==> src/rtl/quad_decoder.sv <==
// Quadrature encoder decoder: classifies {A,B} transitions, accumulates quarter-steps
// into detents and keeps a wrapping signed position count plus step/direction/error flags.
module quad_decoder #(
  parameter int CNT_W    = 8,
  parameter int STEP_DIV = 4
) (
  input  logic             clk,
  input  logic             rst_n,
  input  logic             a_in,
  input  logic             b_in,
  input  logic             clear,
  output logic [CNT_W-1:0] count,
  output logic             step,
  output logic             dir,
  output logic             err,
  output logic             err_sticky
);

  typedef enum logic [1:0] {
    MOVE_NONE,
    MOVE_FWD,
    MOVE_REV,
    MOVE_BAD
  } move_t;

  localparam logic signed [3:0] Q_MAX   = 4'(STEP_DIV - 1);
  localparam logic signed [3:0] Q_MIN   = -Q_MAX;
  localparam logic [CNT_W-1:0]  CNT_ONE = CNT_W'(1);

  logic [1:0]        cur;
  logic [1:0]        ab_q;
  logic              primed;
  logic signed [3:0] q;
  logic [1:0]        delta;
  move_t             move;

  assign cur = {a_in, b_in};

  // Position of a code within one electrical cycle, walking the CW order 00,10,11,01.
  function automatic logic [1:0] phase(input logic [1:0] ab);
    case (ab)
      2'b00:   phase = 2'd0;
      2'b10:   phase = 2'd1;
      2'b11:   phase = 2'd2;
      default: phase = 2'd3;
    endcase
  endfunction

  always_comb begin
    move  = MOVE_NONE;
    delta = phase(cur) - phase(ab_q);
    case (delta)
      2'd1:    move = MOVE_FWD;
      2'd2:    move = MOVE_BAD;
      2'd3:    move = MOVE_REV;
      default: move = MOVE_NONE;
    endcase
  end

  // The first edge after reset only captures the input levels, so release never counts.
  always_ff @(posedge clk or negedge rst_n) begin
    if (!rst_n) begin
      ab_q       <= 2'b00;
      primed     <= 1'b0;
      q          <= '0;
      count      <= '0;
      step       <= 1'b0;
      dir        <= 1'b0;
      err        <= 1'b0;
      err_sticky <= 1'b0;
    end else begin
      ab_q <= cur;
      step <= 1'b0;
      err  <= 1'b0;
      if (!primed) begin
        primed <= 1'b1;
      end else if (clear) begin
        count      <= '0;
        q          <= '0;
        err_sticky <= 1'b0;
      end else begin
        case (move)
          MOVE_FWD: begin
            if (q == Q_MAX) begin
              q     <= '0;
              count <= count + CNT_ONE;
              step  <= 1'b1;
              dir   <= 1'b1;
            end else begin
              q <= q + 4'sd1;
            end
          end
          MOVE_REV: begin
            if (q == Q_MIN) begin
              q     <= '0;
              count <= count - CNT_ONE;
              step  <= 1'b1;
              dir   <= 1'b0;
            end else begin
              q <= q - 4'sd1;
            end
          end
          MOVE_BAD: begin
            err        <= 1'b1;
            err_sticky <= 1'b1;
          end
          default: ;
        endcase
      end
    end
  end

endmodule

==> config.mk <==
export PLATFORM = sky130hd
export DESIGN_NAME = quad_decoder
export DESIGN_NICKNAME = d
export VERILOG_FILES = /design/src/rtl/quad_decoder.sv
export SDC_FILE = /design/constraint.sdc
export NUM_CORES = 1
export LEC_CHECK = 0
export BUFFER_PORTS_ARGS = -buffer_cell sky130_fd_sc_hd__buf_2
export CORE_UTILIZATION = 45
export CTS_CLUSTER_DIAMETER = 200
export DETAILED_ROUTE_END_ITERATION = 7
export GPL_TIMING_DRIVEN = 0
export PLACE_DENSITY = 0.62
export SYNTH_ARGS = -nofsm -noshare
export SYNTH_HDL_FRONTEND = slang
export SYNTH_SLANG_ARGS = --single-unit
==> constraint.sdc <==
create_clock -name clk -period 3.42 [get_ports clk]
set_input_delay 0.513 -clock clk [delete_from_list [all_inputs] [get_ports clk]]
set_output_delay 0.513 -clock clk [all_outputs]
set_load 0.02 [all_outputs]
# After elaboration in Yosys (flattened, before gate mapping)
# Cells that the tools add are included.
totals:
  elab_cells: 63
  input_bits: 5
  ff_bits: 19
op_classes:
  n_mux: 24
  add_sub_neg: 5
  bitwise: 1
  reduce_logical: 9
  n_eq_ne: 16
op_table:
  columns: ["cell", "n"]
  rows:
  - ["$mux W8", 3]
  - ["$pmux W2 S3", 3]
  - ["$eq A2 B2 Y1 const B", 8]
  - ["$pmux W8 S2", 1]
  - ["$mux W4", 3]
  - ["$mux W1", 11]
  - ["$add A8 B1 Y8 const B", 1]
  - ["$eq A4 B3 Y1 const B", 2]
  - ["$pmux W4 S2", 1]
  - ["$sub A8 B1 Y8 const B", 1]
  - ["$ne A3 B3 Y1 const B", 2]
  - ["$reduce_and A5 Y1", 1]
  - ["$add A4 B2 Y4 const B", 1]
  - ["$eq A2 B1 Y1 const B", 2]
  - ["$logic_not A2 Y1", 2]
  - ["$ne A2 B2 Y1 const B", 2]
  - ["$pmux W1 S2", 2]
  - ["$reduce_and A2 Y1", 2]
  - ["$reduce_and A4 Y1", 1]
  - ["$reduce_bool A2 Y1", 2]
  - ["$sub A4 B2 Y4 const B", 1]
  - ["$reduce_bool A3 Y1", 1]
  - ["$sub A2 B2 Y2", 1]
  - ["$not A1 Y1", 1]

# Logic depth before layout (Yosys ltp)
# Gate-level depths: netlist of run 1.
logic_depth:
  word_depth: 9
  ltp_mapped: 14

# Least setup slack after synthesis of run 1
# Ideal clock, no wire load.
synth_timing:
  kind: "input-to-reg"
  from: "input port a_in"
  to: "register count[6]"
  arrival_time_ps: 3055
  slack_ps: 239
  required_time_ps: 3293
  stages: 13
  path_buffers: 1
  setup_ps: 127
  cell_sequence: "inv_1 -> ha_1 -> ha_1 -> xnor3_2 -> or2_1 -> buf_6 -> xnor2_1 -> ha_1 -> o31a_1 -> or2_2 -> a211oi_1 -> or4b_1 -> nand3_1"
synth_between:
  elab_chain_cells: 8
  word_cells_on_any_way: 17
  cone_classes: "add/sub: 1; eq/ne: 9; mux: 4; reduce/logical: 3"
synth_rtl:
  columns: ["element", "line_no", "source"]
  rows:
  - ["from (decl)", "9", "input logic a_in,"]
  - ["$eq A2 B2 Y1 / $logic_not A2 Y1 (equally long branches)", "41", "case (ab)"]
  - ["$pmux W2 S3 *", "41", null]
  - ["$sub A2 B2 Y2 *", "51", "delta = phase(cur) - phase(ab_q);"]
  - ["$eq A2 B2 Y1 / $eq A2 B1 Y1 (equally long branches)", "52", "case (delta)"]
  - ["$pmux W2 S3 *", "52", null]
  - ["$eq A2 B2 Y1 / $eq A2 B1 Y1 (equally long branches)", "82", "case (move)"]
  - ["$ne A3 B3 Y1 (no source line) (tied with other cells)", null, null]
  - ["$reduce_and A4 Y1 (no source line) / $mux W8 (equally long branches)", null, null]
  - ["to (signal assigned)", "86", "count <= count + CNT_ONE;"]
  - ["to (signal assigned)", "96", "count <= count - CNT_ONE;"]
  - ["to (decl)", "12", "output logic [CNT_W-1:0] count,"]
# Every way passes the cells marked *; elsewhere a longest branch is shown, timed or not.
# A chain may end at the register's enable or synchronous reset.

# Worst setup path in the final report of run 1
layout_timing:
  from: "register ab_q[0]"
  to: "register count[6]"
layout_between:
  elab_chain_cells: 8
  word_cells_on_any_way: 17
  cone_classes: "add/sub: 1; eq/ne: 9; mux: 4; reduce/logical: 3"
layout_rtl:
  columns: ["element", "line_no", "source"]
  rows:
  - ["from (decl)", "31", "logic [1:0] ab_q;"]
  - ["from (signal assigned)", "72", "ab_q <= cur;"]
  - ["$eq A2 B2 Y1 / $logic_not A2 Y1 (equally long branches)", "41", null]
  - ["$pmux W2 S3 *", "41", null]
  - ["$sub A2 B2 Y2 *", "51", null]
  - ["$eq A2 B2 Y1 / $eq A2 B1 Y1 (equally long branches)", "52", null]
  - ["$pmux W2 S3 *", "52", null]
  - ["$eq A2 B2 Y1 / $eq A2 B1 Y1 (equally long branches)", "82", null]
  - ["$ne A3 B3 Y1 (no source line) (tied with other cells)", null, null]
  - ["$reduce_and A4 Y1 (no source line) / $mux W8 (equally long branches)", null, null]
# Marked as above.

==> summary.md, run 1 <==
| Metric | Value |
|---|---|
| Status | complete, but fails checks |
| Failing checks | DRC |
| Congestion Overflow GR | 0 |
| Final GP Congestion | about 0.83 |
| Routed WL per cell | between 10 and 15 um |
| Reg2reg path depth | 13 |
| Sequential fraction of the synthesis area | a little over a third |
| Total CTS buffers | 3 |
| Fin crit share | about 96% |
| Routed Antenna Nets | 0 |
| Startpoint types | flip-flop |
| WL final | approximately 2.9 mm |
| Fmax | between 0.3 and 0.4 GHz |
| H-Tree Depth | 1 |
| Max Cap Viol | 0 |
| Dominant synthesized flop cell | dfrtp_1 |
| Reg clk slew, reported paths | about 0.11 ns |
| Clock buffer depth | 2 |
| Final hold slack | about 0.13 ns |
| Nets@finish | ~180 |
| Synth area leader | dfrtp_1 |
| Worst-Skew Late Latency | 0.29 ns |
| Pwr dens | 491 nW/um^2 |
| Placed Area | approximately 1500 um^2 |
| ANT cells | 0 |
| Final Hold Viols | 0 |
| Starting Density | between 40% and 50% |
| Post-synth top cells | 19 x dfrtp_1, 12 x ha_1, 11 x inv_1, 11 x nand2_1, 10 x o21ai_0 |
| VDD IR max | around 0.00024 V |
| Via count | 1162 |
| DR iter-0 viols | 43 |
| Reg2Reg Launch Point | ab_q[0] |
| Setup Crit Path Kind | reg -> reg |
| Setup bufs post-CTS | 0 |
| Clock Sink Count | 19 |
| Post-Syn Area | around 1300 um^2 |
| First-pass GRT wire length | between 5 and 6 mm |
| Die width | around 57 um |
| Worst Clk Skew | between 0.008 and 0.009 ns |
| Syn_nets | between 150 and 200 |
| Finish-stage setup viols | 0 |
| Leakage | about 0.74 nW |
| Initial antenna violation count | 0 |
| Total chip power | around 740 uW |
| Routed vias/inst | about 5.9 |
| Required time of the critical path | approximately 3.6 ns |
| Largest cells by area after synthesis | dfrtp_1 35%, ha_1 11%, o21ai_0 3.7%, inv_1 3.1%, nand2_1 3.1% |
| Hold WC Path Type | in -> async |
| Gr usage total | between 20% and 30% |
| #FFs+latches synth | 19 |
| Setup crit end kind | flip-flop |
| Root Driver | clkbuf_4 |
| Synth-to-Final Area Change | 12.5% |
| CP max FO | 10 |
| Core area | approximately 2800 um^2 |
| Drt first pass iters | 6 |
| CTS tree | done |
| Slew Limit Fails | 0 |
| Mapped Avg Cell Area | about 9.3 um^2 |
| Number of synthesized flops with an enable pin | 0 |
| Final Non-Filler Cells | 196 |
| Hold-fix buffer count after cts | 0 |
| Final Critical Period | between 3 and 4 ns |
| Async set-reset flop share out of synthesis | 100% |
| Post-synth top area share | between 30% and 40% |
| Flop2flop setup slack | roughly 0.15 ns |
| Std cell rows | 19 |
| Vias in the first global route | 1170 |
| Post-cts resize count | 0 |
| Hpwl dp | about 2.2 mm |
| Die height | 56.7 um |
| IO Pins | 17 |
| Layout cells sized above 1 | between 20% and 30% |
| CP arrival | approximately 3.5 ns |
| Syn Inst Count | approximately 150 |
| Synth Warn # | 0 |
| R2R Path End | count[6] |
| Final Cell Area | 1520 um^2 |
| Port Buffers | 16 |
| Largest net degree at the start of global routing | 20 |
| Full die area | about 3200 um^2 |
| Yosys cell types | between 40 and 50 |
| Post-route DRC | 8 |
| Dpl cells | approximately 190 |
| Most common cell in the synthesized netlist | dfrtp_1 |
-- metal layers --
layer / vias to the layer above / routed length (um) / GRT usage, %
met2: 23 / 1440 / 34.9
met1: 562 / 1350 / 27.4
li1: 573 / - / -
met4: 0 / 31 / 8.71
met5: - / 0 / 0
met3: 4 / 91 / 2.53
-- area by class of cell --
class	count	area (um^2)
plain buffers	7	35.0
clock buffers	4	26.3
fillers	263	1290
inverters	11	43.8
multi-input cells	108	818
flip-flops and latches	19	475
well taps	31	38.8
repair buffers	16	80.1
-- cells in the final DEF (no fill, tap or decap), types with 3 or more instances in the layout --
master and count:
a21oi_1 4, a22o_1 3, a311oi_1 3, buf_2 17, clkbuf_1 6, clkbuf_4 3
dfrtp_1 19, ha_1 11, inv_1 10, mux2_2 3, nand2_1 11, nand3_1 4
nor2_1 6, nor3_1 3, o21ai_0 10, o22ai_1 3, xnor2_1 4
-- worst max-delay path, stage by stage (launching register included) --
cell	delay [ns]
dfrtp_1	0.41
ha_1	0.29
inv_1	0.05
ha_1	0.14
xnor3_2	0.48
or2_1	0.29
buf_6	0.16
xnor2_1	0.12
ha_1	0.24
o31a_1	0.26
or2_2	0.28
a211oi_2	0.21
or4b_1	0.14
nand3_1	0.06
-- registers in the layout, summed over array words and instances, names as in the netlist --
| name | cells |
|---|---|
| q | 4 |
| step | 1 |
| err_sticky | 1 |
| primed | 1 |
| count | 8 |
| dir | 1 |
| err | 1 |
| ab_q | 2 |
-- worst max-delay path by stage --
stage | startpoint | endpoint | slack (ns) | depth (start not counted)
floorplan | a_in | count[6] | 0.24 | 13
global placement | a_in | count[7] | -0.09 | 13
CTS | ab_q[0] | count[7] | 0.09 | 12
detailed placement | a_in | count[7] | -0.14 | 13
finish | ab_q[0] | count[6] | 0.15 | 13
global route | ab_q[0] | count[6] | -0.0001 | 13
-- logic make-up after synthesis --
family | count (synthesis) | share of synthesized area (%)
buffers and inverters | 18 | 5.66
other | 1 | 0.278
multiplexers | 5 | 3.99
XOR/XNOR | 6 | 5.01
AND/OR/NAND/NOR | 40 | 15.3
flip-flops | 19 | 35.3
adder cells (fa/ha/maj) | 12 | 11.1
AO/OA/AOI/OAI | 44 | 23.4
-- where the power goes --
group | internal, mW | switching (mW) | total [mW]
Clock | 0.0453 | 0.0678 | 0.113
Combinational | 0.145 | 0.204 | 0.348
Sequential | 0.255 | 0.0278 | 0.283
Total | 0.445 | 0.299 | 0.744
-- per-stage QoR --
step	setup slack [ns]	utilization (%)	setup TNS (ns)
CTS	0.0867	53.3	0
global route	-0.000132	54.1	-0.000132
floorplan	0.239	-	0
finish	0.150	54.1	0
detailed placement	-0.139	52.3	-0.224
global placement	-0.0924	52.3	-0.128
Power figures use the tool's default switching activity.
==> run 2: changes to the inputs <==
--- a/config.mk
+++ b/config.mk
@@ -6,11 +6,11 @@
 export NUM_CORES = 1
 export LEC_CHECK = 0
 export BUFFER_PORTS_ARGS = -buffer_cell sky130_fd_sc_hd__buf_2
-export CORE_UTILIZATION = 45
+export CORE_MARGIN = 8
+export CORE_UTILIZATION = 56
 export CTS_CLUSTER_DIAMETER = 200
 export DETAILED_ROUTE_END_ITERATION = 7
-export GPL_TIMING_DRIVEN = 0
-export PLACE_DENSITY = 0.62
+export PLACE_DENSITY = 0.74
 export SYNTH_ARGS = -nofsm -noshare
 export SYNTH_HDL_FRONTEND = slang
 export SYNTH_SLANG_ARGS = --single-unit
==> run 2 against run 1 <==
Against the previous run: the flow now finishes without violations; worst setup slack improved by 0.13 ns; utilization increased by 13 points; global-route usage decreased by 6.2 points; clock skew decreased by 0.0032 ns; cell area decreased by 0.58%; highest routed layer unchanged.
==> summary.md, run 2 (synthesis gave the netlist of run 1 again) <==
| Metric | Value |
|---|---|
| R2R Path End | count[7] (was count[6]) |
| Post-layout worst setup margin | 0.275 ns (was 0.150 ns) |
| Commonest non-fill, non-tap cells in the layout | 19 x dfrtp_1, 16 x buf_2, 12 x ha_1 (was 19 x dfrtp_1, 17 x buf_2, 11 x nand2_1, 11 x ha_1) |
| Congestion Overflow GR | 0 (unchanged) |
| Critical path's slowest cell | dfrtp_1 (was xnor3_2) |
| Final hold slack | 0.130 ns (was 0.132 ns) |
| Vias in the first global route | 1150 (was 1170) |
| Largest net degree at the start of global routing | 20 (unchanged) |
| Reg clk slew, reported paths | 0.12 ns (was 0.11 ns) |
| Fin crit share | 91.9% (was 95.6%) |
| Worst-Skew Late Latency | 0.31 ns (was 0.29 ns) |
| Drt first pass iters | 4 (was 6) |
| Startpoint types | flip-flop (unchanged) |
| Total chip power | 752 uW (was 744 uW) |
| Reg2reg path depth | 12 (was 13) |
| DR iter-0 viols | 39 (was 43) |
| CTS tree | done (unchanged) |
| Nets@finish | 183 (unchanged) |
| Total CTS buffers | 3 (unchanged) |
| Root Driver | clkbuf_4 (unchanged) |
| Setup repair after global routing missed its margin | no |
| Largest registers | count: 8 flops, q: 4 flops, ab_q: 2 flops (unchanged) |
| Most common cell after layout, fill and taps aside | dfrtp_1 (unchanged) |
| Post-route DRC | 0 (was 8) |
| Max FFs per register | 8 (unchanged) |
| Flop2flop setup slack | 0.28 ns (was 0.15 ns) |
| Slew Limit Fails | 0 (unchanged) |
| Post-cts resize count | 0 (unchanged) |
| Die height | 65.1 um (was 56.7 um) |
| Starting Density | 59.8% (was 48.1%) |
| Gr usage total | 14.8% (was 20.9%) |
| Final core occ | 66.9% (was 54.1%) |
| Full die area | 4230 um^2 (was 3220 um^2) |
| Place WS | 0.0388 ns (was -0.139 ns) |
| Final GP Congestion | 0.909 (was 0.829) |
| Worst Clk Skew | 0.00481 ns (was 0.00806 ns) |
| Reg2Reg Launch Point | ab_q[0] (unchanged) |
| Setup bufs post-CTS | 0 (unchanged) |
| ANT cells | 0 (unchanged) |
| Setup Crit Path Kind | reg -> reg (unchanged) |
| H-Tree Depth | 1 (unchanged) |
| Setup TNS | 0 ns (unchanged) |
| Hold-fix buffer count after cts | 0 (unchanged) |
| Core area | 2250 um^2 (was 2810 um^2) |
| Layout cells sized above 1 | 20.6% (was 20.0%) |
| Reg with most FFs | count (unchanged) |
| Routed WL per cell | 15.4 um (was 14.8 um) |
| First-pass GRT wire length | 5.14 mm (was 5.26 mm) |
| Clock buffer depth | 2 (unchanged) |
| Fmax | 0.318 GHz (was 0.306 GHz) |
| Pwr dens | 499 nW/um^2 (was 491 nW/um^2) |
| Status | completed (was complete, but fails checks) |
| Routed vias/inst | 5.98 (was 5.93) |
| Initial antenna violation count | 0 (unchanged) |
| Synth-to-Final Area Change | 11.9% (was 12.5%) |
| Leakage | 0.766 nW (was 0.744 nW) |
| Finish-stage setup viols | 0 (unchanged) |
| Std cell rows | 17 (was 19) |
| Via count | 1154 (was 1162) |
| WL final | 2.98 mm (was 2.91 mm) |
| Hold WC Path Type | in -> async (unchanged) |
| Final Critical Period | 3.14 ns (was 3.27 ns) |
| CP arrival | 3.34 ns (was 3.45 ns) |
| CP max FO | 5 (was 10) |
| VDD IR max | 0.000401 V (was 0.000244 V) |
| Die width | 65.1 um (was 56.7 um) |
| Slowest cell delay on critical path | 0.41 ns (was 0.48 ns) |
| Final Hold Viols | 0 (unchanged) |
| Max Cap Viol | 0 (unchanged) |
| Clock Sink Count | 19 (unchanged) |
| IO Pins | 17 (unchanged) |
| Cell mode on critical path | ha_1 (unchanged) |
| Hpwl dp | 2.21 mm (was 2.17 mm) |
| Required time of the critical path | 3.62 ns (was 3.60 ns) |
| Routed Antenna Nets | 0 (unchanged) |
| Port Buffers | 16 (unchanged) |
| Crit-path cells | ha_1 -> inv_1 -> ha_1 -> xnor3_2 -> or2_1 -> inv_1 -> ha_1 -> a41oi_1 -> o22ai_1 -> a211o_1 -> a41oi_1 -> o21ai_0 (was ha_1 -> inv_1 -> ha_1 -> xnor3_2 -> or2_1 -> buf_6 -> xnor2_1 -> ha_1 -> o31a_1 -> or2_2 -> a211oi_2 -> or4b_1 -> nand3_1) |
| Setup crit end kind | flip-flop (unchanged) |
| Layout fillers | 206 (was 263) |
run 2: metrics by stage:
step,instance area [um^2],std cells
2_1_floorplan,1350,145
3_3_place_gp,1480,189
3_5_place_dp,1480,189
4_1_cts,1510,193
5_1_grt,1510,193
6_report,1510,193
run 2: layer usage:
layer  GRT usage, %  vias up  share of wire [%]
li1               -      572                  -
met3           2.41        6                6.3
met4           6.81        0                1.7
met1           18.8      541                 47
met2           23.9       35                 45
met5              0        -                  0
run 2: layout make-up:
type | count | area (um^2) | share of cell area, %
Multi-Input combinational cell | 108 | 797 | 52.8
Sequential cell | 19 | 475 | 31.5
Timing Repair Buffer | 23 | 133 | 8.79
Inverter | 11 | 41.3 | 2.74
Tap cell | 28 | 35.0 | 2.32
Clock buffer | 3 | 22.5 | 1.49
Clock inverter | 1 | 5.00 | 0.332
run 2: worst max-delay path by stage:
stage | cells after the start | endpoint | slack [ns] | startpoint
floorplan | 13 | count[6] | 0.24 | a_in
global placement | 13 | count[7] | 0.1 | a_in
detailed placement | 13 | count[7] | 0.04 | a_in
CTS | 12 | count[7] | 0.27 | ab_q[0]
global route | 12 | count[7] | 0.05 | ab_q[0]
finish | 12 | count[7] | 0.28 | ab_q[0]
run 2: worst max-delay path: cells and delay by family (launching register included):
kind / cells / cell delay (ns)
compound gates: 5 / 0.98
simple gates: 1 / 0.28
flops: 1 / 0.41
buf+inv: 2 / 0.22
fa+ha+maj: 3 / 0.76
xor+xnor: 1 / 0.41
run 2: power breakdown:
group | switching (mW) | internal, mW | leakage [nW]
logic | 0.185 | 0.147 | 0.496
clock network | 0.0781 | 0.0437 | 0.0177
registers | 0.0441 | 0.255 | 0.252
total | 0.307 | 0.446 | 0.766
